==> src/rtl/vga_timing_if.sv <==
// vga_timing_if: raster timing bundle driven by vga_timing.
// Fetch lookahead signals exist only when VGA_TIMING_FETCH_EN is defined.
//
// Strobe semantics: there is no backpressure. pix_ce is a one-CLK qualifier
// marking the last CLK of each pixel period. x/y/blank/HS/VS are stable for
// the whole pixel period and change on the CLK edge that ends a pix_ce CLK.
// line_start/frame_start are high for the first CLK of a line/frame only.
// x/y are raw counters and must be qualified with blank by the consumer.
interface vga_timing_if #(
  parameter int CW = 10
);
  logic          pix_ce;
  logic [CW-1:0] x;
  logic [CW-1:0] y;
  logic          blank;
  logic          HS;
  logic          VS;
  logic          line_start;
  logic          frame_start;
`ifdef VGA_TIMING_FETCH_EN
  logic [CW-1:0] fetch_x;
  logic [CW-1:0] fetch_y;
  logic          fetch_active;
`endif

`ifdef VGA_TIMING_FETCH_EN
  modport master (
    output pix_ce, x, y, blank, HS, VS, line_start, frame_start,
    output fetch_x, fetch_y, fetch_active
  );
  modport slave (
    input pix_ce, x, y, blank, HS, VS, line_start, frame_start,
    input fetch_x, fetch_y, fetch_active
  );
`else
  modport master (
    output pix_ce, x, y, blank, HS, VS, line_start, frame_start
  );
  modport slave (
    input pix_ce, x, y, blank, HS, VS, line_start, frame_start
  );
`endif
endinterface

==> src/rtl/vga_timing.sv <==
// vga_timing: parametrised VGA raster timing generator.
// A CLK divider produces the pixel strobe; horizontal/vertical counters walk
// active, front porch, sync and back porch intervals. Sync/blank outputs are
// registered from the counters' next-state values so they always match the
// current (hc, vc) exactly.
// Optional feature macro: VGA_TIMING_FETCH_EN adds a lookahead position
// counter running FETCH_LEAD pixels ahead of (hc, vc).
module vga_timing #(
  parameter int H_ACTIVE   = 640,
  parameter int H_FP       = 16,
  parameter int H_SYNC     = 96,
  parameter int H_BP       = 48,
  parameter int V_ACTIVE   = 480,
  parameter int V_FP       = 10,
  parameter int V_SYNC     = 2,
  parameter int V_BP       = 33,
  parameter bit H_POL      = 1'b0,
  parameter bit V_POL      = 1'b0,
  parameter int PIX_DIV    = 2,
  parameter int CW         = 10,
  parameter int FETCH_LEAD = 2
) (
  input  logic        CLK,
  input  logic        RST_N,
  vga_timing_if.master o_vga
);

  localparam int H_TOTAL  = H_ACTIVE + H_FP + H_SYNC + H_BP;
  localparam int V_TOTAL  = V_ACTIVE + V_FP + V_SYNC + V_BP;
  localparam int HS_START = H_ACTIVE + H_FP;
  localparam int HS_END   = HS_START + H_SYNC;
  localparam int VS_START = V_ACTIVE + V_FP;
  localparam int VS_END   = VS_START + V_SYNC;
  localparam int DW       = (PIX_DIV > 1) ? $clog2(PIX_DIV) : 1;

  localparam logic [DW-1:0] DC_LAST = DW'(PIX_DIV - 1);
  localparam logic [CW-1:0] HC_LAST = CW'(H_TOTAL - 1);
  localparam logic [CW-1:0] VC_LAST = CW'(V_TOTAL - 1);

  // True when v lies in the half-open interval [lo, hi).
  function automatic logic f_in_range(input logic [CW-1:0] v,
                                      input int lo, input int hi);
    return (int'(v) >= lo) && (int'(v) < hi);
  endfunction

  // Advance a (col, row) raster position by one pixel with line/frame wrap.
  function automatic logic [2*CW-1:0] f_step(input logic [CW-1:0] col,
                                             input logic [CW-1:0] row);
    logic [CW-1:0] n_col;
    logic [CW-1:0] n_row;
    n_col = col + 1'b1;
    n_row = row;
    if (col == HC_LAST) begin
      n_col = '0;
      n_row = (row == VC_LAST) ? '0 : row + 1'b1;
    end
    return {n_row, n_col};
  endfunction

  // Divider and raster counters
  logic [DW-1:0] r_dc;
  logic [CW-1:0] r_hc;
  logic [CW-1:0] r_vc;

  // Registered decodes
  logic          r_pix_ce;
  logic          r_blank;
  logic          r_hs;
  logic          r_vs;

  // Next-state values
  logic          w_dc_last;
  logic [DW-1:0] w_dc_nxt;
  logic [CW-1:0] w_hc_nxt;
  logic [CW-1:0] w_vc_nxt;
  logic          w_line_start;
  logic          w_frame_start;

  assign w_dc_last = (r_dc == DC_LAST);

  // Next-state of divider and raster counters; counters only move on the
  // last CLK of a pixel period.
  always_comb begin
    w_dc_nxt = w_dc_last ? '0 : r_dc + 1'b1;
    w_hc_nxt = r_hc;
    w_vc_nxt = r_vc;
    if (w_dc_last) begin
      {w_vc_nxt, w_hc_nxt} = f_step(r_hc, r_vc);
    end
  end

  // Counter state register.
  always_ff @(posedge CLK or negedge RST_N) begin
    if (!RST_N) begin
      r_dc <= '0;
      r_hc <= '0;
      r_vc <= '0;
    end else begin
      r_dc <= w_dc_nxt;
      r_hc <= w_hc_nxt;
      r_vc <= w_vc_nxt;
    end
  end

  // Sync/blank/strobe registers decoded from next-state counters so they line
  // up with the counters on the same edge.
  always_ff @(posedge CLK or negedge RST_N) begin
    if (!RST_N) begin
      r_pix_ce <= (PIX_DIV == 1);
      r_blank  <= 1'b0;
      r_hs     <= ~H_POL;
      r_vs     <= ~V_POL;
    end else begin
      r_pix_ce <= (w_dc_nxt == DC_LAST);
      r_blank  <= !f_in_range(w_hc_nxt, 0, H_ACTIVE) ||
                  !f_in_range(w_vc_nxt, 0, V_ACTIVE);
      r_hs     <= f_in_range(w_hc_nxt, HS_START, HS_END) ? H_POL : ~H_POL;
      r_vs     <= f_in_range(w_vc_nxt, VS_START, VS_END) ? V_POL : ~V_POL;
    end
  end

  // Line/frame markers flag the first CLK of (hc == 0). They are gated by
  // RST_N so they read 0 throughout reset yet fire on the very first CLK
  // after release, when the counters already sit at (0, 0).
  assign w_line_start  = RST_N && (r_dc == '0) && (r_hc == '0);
  assign w_frame_start = w_line_start && (r_vc == '0);

  assign o_vga.pix_ce      = r_pix_ce;
  assign o_vga.x           = r_hc;
  assign o_vga.y           = r_vc;
  assign o_vga.blank       = r_blank;
  assign o_vga.HS          = r_hs;
  assign o_vga.VS          = r_vs;
  assign o_vga.line_start  = w_line_start;
  assign o_vga.frame_start = w_frame_start;

`ifdef VGA_TIMING_FETCH_EN
  // Lookahead starts FETCH_LEAD pixels into the first line and then moves in
  // lockstep with (hc, vc), so the offset holds across line and frame wraps.
  localparam logic [CW-1:0] FX_RST = CW'(FETCH_LEAD);
  localparam logic          FA_RST = (FETCH_LEAD < H_ACTIVE) && (V_ACTIVE > 0);

  logic [CW-1:0] r_fx;
  logic [CW-1:0] r_fy;
  logic          r_fa;
  logic [CW-1:0] w_fx_nxt;
  logic [CW-1:0] w_fy_nxt;

  // Next-state of the lookahead position.
  always_comb begin
    w_fx_nxt = r_fx;
    w_fy_nxt = r_fy;
    if (w_dc_last) begin
      {w_fy_nxt, w_fx_nxt} = f_step(r_fx, r_fy);
    end
  end

  // Lookahead position and its active-area flag.
  always_ff @(posedge CLK or negedge RST_N) begin
    if (!RST_N) begin
      r_fx <= FX_RST;
      r_fy <= '0;
      r_fa <= FA_RST;
    end else begin
      r_fx <= w_fx_nxt;
      r_fy <= w_fy_nxt;
      r_fa <= f_in_range(w_fx_nxt, 0, H_ACTIVE) &&
              f_in_range(w_fy_nxt, 0, V_ACTIVE);
    end
  end

  assign o_vga.fetch_x      = r_fx;
  assign o_vga.fetch_y      = r_fy;
  assign o_vga.fetch_active = r_fa;
`endif

endmodule

==> src/flat_wrapper.sv <==
// flat-port wrapper written by rule: the top's interface ports become plain ports
module vga_timing_flat 
#(
  parameter int H_ACTIVE   = 640,
  parameter int H_FP       = 16,
  parameter int H_SYNC     = 96,
  parameter int H_BP       = 48,
  parameter int V_ACTIVE   = 480,
  parameter int V_FP       = 10,
  parameter int V_SYNC     = 2,
  parameter int V_BP       = 33,
  parameter bit H_POL      = 1'b0,
  parameter bit V_POL      = 1'b0,
  parameter int PIX_DIV    = 2,
  parameter int CW         = 10,
  parameter int FETCH_LEAD = 2
)
  (CLK, RST_N, o_vga_pix_ce, o_vga_x, o_vga_y, o_vga_blank, o_vga_HS, o_vga_VS, o_vga_line_start, o_vga_frame_start);
  vga_timing_if #(.CW(CW)) o_vga_i ();
  input  logic CLK;
  input  logic RST_N;
  output wire logic [$bits(o_vga_i.pix_ce)-1:0] o_vga_pix_ce;
  output wire logic [$bits(o_vga_i.x)-1:0] o_vga_x;
  output wire logic [$bits(o_vga_i.y)-1:0] o_vga_y;
  output wire logic [$bits(o_vga_i.blank)-1:0] o_vga_blank;
  output wire logic [$bits(o_vga_i.HS)-1:0] o_vga_HS;
  output wire logic [$bits(o_vga_i.VS)-1:0] o_vga_VS;
  output wire logic [$bits(o_vga_i.line_start)-1:0] o_vga_line_start;
  output wire logic [$bits(o_vga_i.frame_start)-1:0] o_vga_frame_start;
  assign o_vga_pix_ce = o_vga_i.pix_ce;
  assign o_vga_x = o_vga_i.x;
  assign o_vga_y = o_vga_i.y;
  assign o_vga_blank = o_vga_i.blank;
  assign o_vga_HS = o_vga_i.HS;
  assign o_vga_VS = o_vga_i.VS;
  assign o_vga_line_start = o_vga_i.line_start;
  assign o_vga_frame_start = o_vga_i.frame_start;
  vga_timing #(.H_ACTIVE(H_ACTIVE), .H_FP(H_FP), .H_SYNC(H_SYNC), .H_BP(H_BP), .V_ACTIVE(V_ACTIVE), .V_FP(V_FP), .V_SYNC(V_SYNC), .V_BP(V_BP), .H_POL(H_POL), .V_POL(V_POL), .PIX_DIV(PIX_DIV), .CW(CW), .FETCH_LEAD(FETCH_LEAD)) u_core (.CLK(CLK), .RST_N(RST_N), .o_vga(o_vga_i));
endmodule
==> config.mk <==
export PLATFORM = sky130hd
export DESIGN_NAME = vga_timing_flat
export DESIGN_NICKNAME = d
export VERILOG_FILES = /design/src/rtl/vga_timing_if.sv /design/src/rtl/vga_timing.sv /design/src/flat_wrapper.sv
export SDC_FILE = /design/constraint.sdc
export NUM_CORES = 1
export LEC_CHECK = 0
export CORE_ASPECT_RATIO = 2
export CORE_MARGIN = 2
export CORE_UTILIZATION = 37
export CTS_CLUSTER_DIAMETER = 200
export DETAILED_ROUTE_END_ITERATION = 7
export GPL_TIMING_DRIVEN = 0
export SETUP_SLACK_MARGIN = 0.05
export SLEW_MARGIN = 10
export SYNTH_ARGS = -nofsm -noshare
export SYNTH_HDL_FRONTEND = slang
export SYNTH_SLANG_ARGS = --single-unit
==> constraint.sdc <==
create_clock -name CLK -period 3.9 [get_ports CLK]
set_input_delay 0.39 -clock CLK [delete_from_list [all_inputs] [get_ports CLK]]
set_output_delay 0.39 -clock CLK [all_outputs]
set_load 0.02 [all_outputs]
Word level (Yosys, flattened, before mapping)
Cells that the tools add are included.

Output and inout bits: 26. RAM bits: 0. Input bits: 2. Memories: 0. Register bits after elaboration: 24. Latch bits: 0. Memory bits (read-only): 0.

Multiplexer cells: 8. $lt $le $gt $ge: 6. Equality and inequality tests: 2. Shifts and indexed selects: 0. Bitwise operators: 1. $mul: 0. Reductions and logical operators: 10. Div/mod/pow operators: 0. Add/subtract/negate cells: 3.

Operator list (number): $mux 10 (5); $add 10x1->10 const B (2); $eq 10x10->1 const B (2); $logic_not 10->1 (2); $lt 10x10->1 const B (2); $lt 10x9->1 const B (2); $ge 10x10->1 const B (1); $ge 10x9->1 const B (1); $logic_and 1x1->1 (5); $mux 1 (3); $logic_not 1->1 (2); $add 1x1->1 const B (1); $logic_or 1x1->1 (1); $not 1->1 (1).

Logic depth before layout (Yosys ltp)
Depth in word-level cells: 7. Mapped depth: 7.

Least setup slack after synthesis
OpenSTA, ideal clock, no wires.

Path kind: flip-flop to flip-flop. Start point: reg u_core.r_vc[0] (netlist: u_core.o_vga.y[0]). End point: reg u_core.r_vs (netlist: u_core.o_vga.VS). Arrival time: 2300 ps. Required time: 3806 ps. Path slack: 1506 ps. Cell stages (with the launch flop): 8. Path through: dfrtp_1 > inv_1 > ha_1 > or4b_4 > nor3_4 > o211a_1 > a2bb2o_1 > or4_1.

Cells in the longest elaborated chain, start to end: 7. Elaborated cells between the ends (all ways): 9. Classes of those cells: add/sub (1); order compare (2); eq/ne (1); mux (4); reduce/logical (1).

RTL lines: start, declared (RTL line vga_timing.sv:63) `logic [CW-1:0] r_vc;`; start signal, assigned (RTL line vga_timing.sv:101) `r_vc <= w_vc_nxt;`; $add 10x1->10 / $eq 10x10->1 (equally long branches) (RTL line vga_timing.sv:55) `n_row = (row == VC_LAST) ? '0 : row + 1'b1;`; $mux 10 (RTL line vga_timing.sv:55); $mux 10 (RTL line vga_timing.sv:53) `if (col == HC_LAST) begin`; $mux 10 * (RTL line vga_timing.sv:87) `if (w_dc_last) begin`; $ge 10x9->1 / $lt 10x9->1 (equally long branches) (RTL line vga_timing.sv:43) `return (int'(v) >= lo) && (int'(v) < hi);`; $logic_and 1x1->1 * (RTL line vga_timing.sv:43); $mux 1 * (RTL line vga_timing.sv:118) `r_vs <= f_in_range(w_vc_nxt, VS_START, VS_END) ? V_POL : ~V_POL;`; end signal, assigned (RTL line vga_timing.sv:112) `r_vs <= ~V_POL;`; end signal, assigned (RTL line vga_timing.sv:118); end, declared (RTL line vga_timing.sv:69) `logic r_vs;`.

Mark *: on every way between the ends. The rest lies on a longest branch, timed or not.

Final worst setup path
Start point: reg u_core.r_hc[3] (netlist: u_core.o_vga.x[3]). End point: out o_vga_frame_start.

Cells in the longest elaborated chain, start to end: 3.

RTL lines: start, declared (RTL line vga_timing.sv:62) `logic [CW-1:0] r_hc;`; start signal, assigned (RTL line vga_timing.sv:100) `r_hc <= w_hc_nxt;`; $logic_not 10->1 (RTL line vga_timing.sv:125) `assign w_line_start = RST_N && (r_dc == '0) && (r_hc == '0);`; $logic_and 1x1->1 (RTL line vga_timing.sv:125); $logic_and 1x1->1 (RTL line vga_timing.sv:126) `assign w_frame_start = w_line_start && (r_vc == '0);`; end, declared (RTL line flat_wrapper.sv:29) `output wire logic [$bits(o_vga_i.frame_start)-1:0] o_vga_frame_start;`.

No other way between the ends.

==> summary.txt <==
Run status
  – Status: complete, no violations

CTS
  – H-tree Lvls: 1
  – Worst-Skew Late Latency: 270 ps
  – Post-CTS resize count: 0
  – Worst-path clk slew: 90 ps
  – Sink Count: 24
  – CTS tree: built
  – Max clock buf depth: 2
  – Num CTS Buffers: 3
  – CTS root buf: clkbuf_8
  – Hold buffer count at cts: 0
  – Post-CTS setup buffers: 0

Logic synthesis
  – EDFF count, synth: 0
  – Post-Syn Area: 0.00140 sq mm
  – Top FF cell, synth: dfrtp_1
  – Synth cell types: 42
  – Register area share after synthesis: 0.430
  – Syn nets: ~150
  – Post-synth ARST share: 1.00
  – Avg Cell Area, Syn: 9.89 sq um
  – Post-synthesis cell count: 142
  – Synth Register Bits: 24
  – Yosys warns: 0

Timing
  – FMAX: 0.362 GHz
  – Worst Max-Slew Pin Slew: 549 ps
  – Setup TNS: 0 ps
  – Final min period: 2760 ps
  – Fin. max-slew vios: 0
  – Worst rel slew slack: 0.634
  – Final Hold Slack: approximately 94 ps
  – RSZ-0062 raised after global routing: false
  – Final-report setup violation count: 0
  – Tcrit/Tclk final: 0.708
  – Final Skew: between 10 and 15 ps
  – Final Hold Vio Count: 0

Floorplan
  – Starting Density: 0.385
  – Die area: between 0.004 and 0.005 sq mm
  – Die width: roughly 48 um
  – Site Rows: 31
  – IO Pins: 28
  – Core area: between 0.003 and 0.004 sq mm
  – Die height: 91.1 um

Cells and area
  – Layout cell share with drive strength beyond 1: 0.121
  – Final #Nets: 180
  – Synth-to-layout area growth: 26.5%
  – # fillers: 377
  – Ant diodes: 0

Routing
  – Post-Route WL: 3.35 mm
  – Remaining DRCs: 0
  – Drt initial violations: 31
  – Average wire per standard cell: between 15 and 20 um
  – Vias per cell: 5.51
  – Via count: approximately 1200
  – Drt pass-1 iters: 4
  – Remaining antenna violation count after routing: 0

Global route
  – Antenna violations before repair: 0
  – GRT Total Usage: 0.177
  – Total gr overflow: 0
  – First-pass GRT wire length: 5.64 mm
  – Vias in the first global route: 1295
  – Pin count of the biggest net entering global routing: 26

Worst hold path
  – Hold crit path type: input pin to asynchronous set/reset pin

Power and ir drop
  – Worst vdd ir: approximately 220 uV
  – Pleak: 0.748 nW
  – PwrDens: 228 mW/mm^2

Critical path
  – Nature of the critical path startpoint: flop
  – CP Class: flop to output pin
  – Critical Path RT: 3510 ps
  – Crit path capture type: output pin
  – Worst path arrival time: about 2400 ps
  – CP Max Fanout: 8

Flow run
  – Maxcap violations: 0

Place
  – Routability cong.: roughly 0.77
  – Port-buffer cells: 27
  – Hpwl dp: 2.61 mm
-- synthesized netlist by cell type (3+ instances only) --
cell type | count | share of area
nor2_1 | 4 | 0.011
clkbuf_8 | 3 | 0.029
dfrtp_1 | 22 | 0.39
o21ai_0 | 11 | 0.039
or4_1 | 3 | 0.016
nand3_1 | 8 | 0.029
a21oi_1 | 5 | 0.018
xnor2_1 | 4 | 0.025
or3_1 | 4 | 0.018
inv_1 | 8 | 0.021
nand4_1 | 8 | 0.036
xor2_1 | 5 | 0.031
o31ai_1 | 4 | 0.021
nor3_1 | 5 | 0.018
and3_1 | 3 | 0.013
nand2_1 | 12 | 0.032
ha_1 | 4 | 0.036
-- cell families (layout without fill, tap and decap cells) --
family,Yosys count,after routing,share of synthesized area
AO/OA/AOI/OAI,28,28,0.124
flip-flops,24,24,0.430
multiplexers,1,1,0.00713
adder cells (fa/ha/maj),4,4,0.0357
buffers and inverters,14,45,0.0704
AND/OR/NAND/NOR,62,62,0.277
XOR/XNOR,9,9,0.0561
-- worst max-delay path, cell delays in order, from the launching register on --
cell and delay (ps):
dfrtp_1 490, or4_1 550, nor3_1 260, and3_1 210
clkdlybuf4s50_1 600
-- layer usage --
metal	routed length (um)	GRT usage	vias up
met4	95	0.0856	0
met1	1260	0.190	605
li1	-	-	580
met3	68	0.0239	9
met2	1920	0.311	29
met5	0	0	-
-- area by class of cell --
type / instances / area [sq um] / share of cell area
plain buffers: 6 / 68.8 / 0.0388
clock buffers: 4 / 45.0 / 0.0254
inverters: 8 / 30.0 / 0.0169
multi-input cells: 104 / 702 / 0.395
flip-flops and latches: 24 / 603 / 0.340
well taps: 49 / 61.3 / 0.0345
repair buffers: 27 / 265 / 0.149
-- power breakdown --
group / switching [mW] / internal, mW
Clock: 0.0781 / 0.0730
Sequential: 0 / 0.249
Combinational: 0.00478 / 0.000371
Total: 0.0829 / 0.322
-- cells in the final DEF (no fill, tap or decap), types with 2 or more instances in the layout --
master	netlist	routed
or3_1	4	4
o21ai_0	11	11
dfrtp_1	22	22
nor3_1	5	5
nand4_1	8	8
ha_1	4	4
buf_6	2	2
dfstp_2	2	2
nand2_1	12	12
or2_2	2	2
a21oi_1	5	5
and3_1	3	3
or4_1	3	3
buf_2	1	2
nor2_1	4	4
inv_1	8	8
nor4_1	2	2
o31ai_1	4	4
xnor2_1	4	4
xor2_1	5	5
clkbuf_8	3	6
nand3_1	8	8
clkdlybuf4s50_1	0	26
-- worst paths after layout --
kind,from,depth (start not counted),end,slack [ps]
worst min register to register,u_core.o_vga.y[8]$_DFF_PN0_,1,u_core.o_vga.y[8]$_DFF_PN0_,580
worst max register to register,u_core.o_vga.x[0]$_DFF_PN0_,7,u_core.o_vga.VS$_DFF_PN1_,1350
worst min-delay path,RST_N,1,u_core.o_vga.y[4]$_DFF_PN0_,90
max in group asynchronous,RST_N,1,u_core.o_vga.VS$_DFF_PN1_,3420
worst max-delay path,u_core.o_vga.x[3]$_DFF_PN0_,4,o_vga_frame_start,1140
min in group CLK,u_core.o_vga.y[8]$_DFF_PN0_,1,u_core.o_vga.y[8]$_DFF_PN0_,580
-- state kept, by name, indices dropped and copies added (netlist names) --
| register | count |
|---|---|
| u_core.o_vga.y | 10 |
| u_core.o_vga.blank | 1 |
| u_core.o_vga.VS | 1 |
| u_core.r_dc | 1 |
| u_core.o_vga.x | 10 |
| u_core.o_vga.HS | 1 |
-- metrics by stage --
step                      setup slack (ps)  power [mW]   util  instances  instance area (sq um)
after floorplan                       1510       0.254      -        142                   1400
after global placement                 482       0.260  0.476        218                   1740
after detailed placement               454       0.260  0.476        218                   1740
after CTS                              464       0.411  0.488        222                   1780
after global routing                  1060       0.420  0.487        222                   1780
final                                 1140       0.405  0.487        222                   1780
Power figures use the tool's default switching activity.
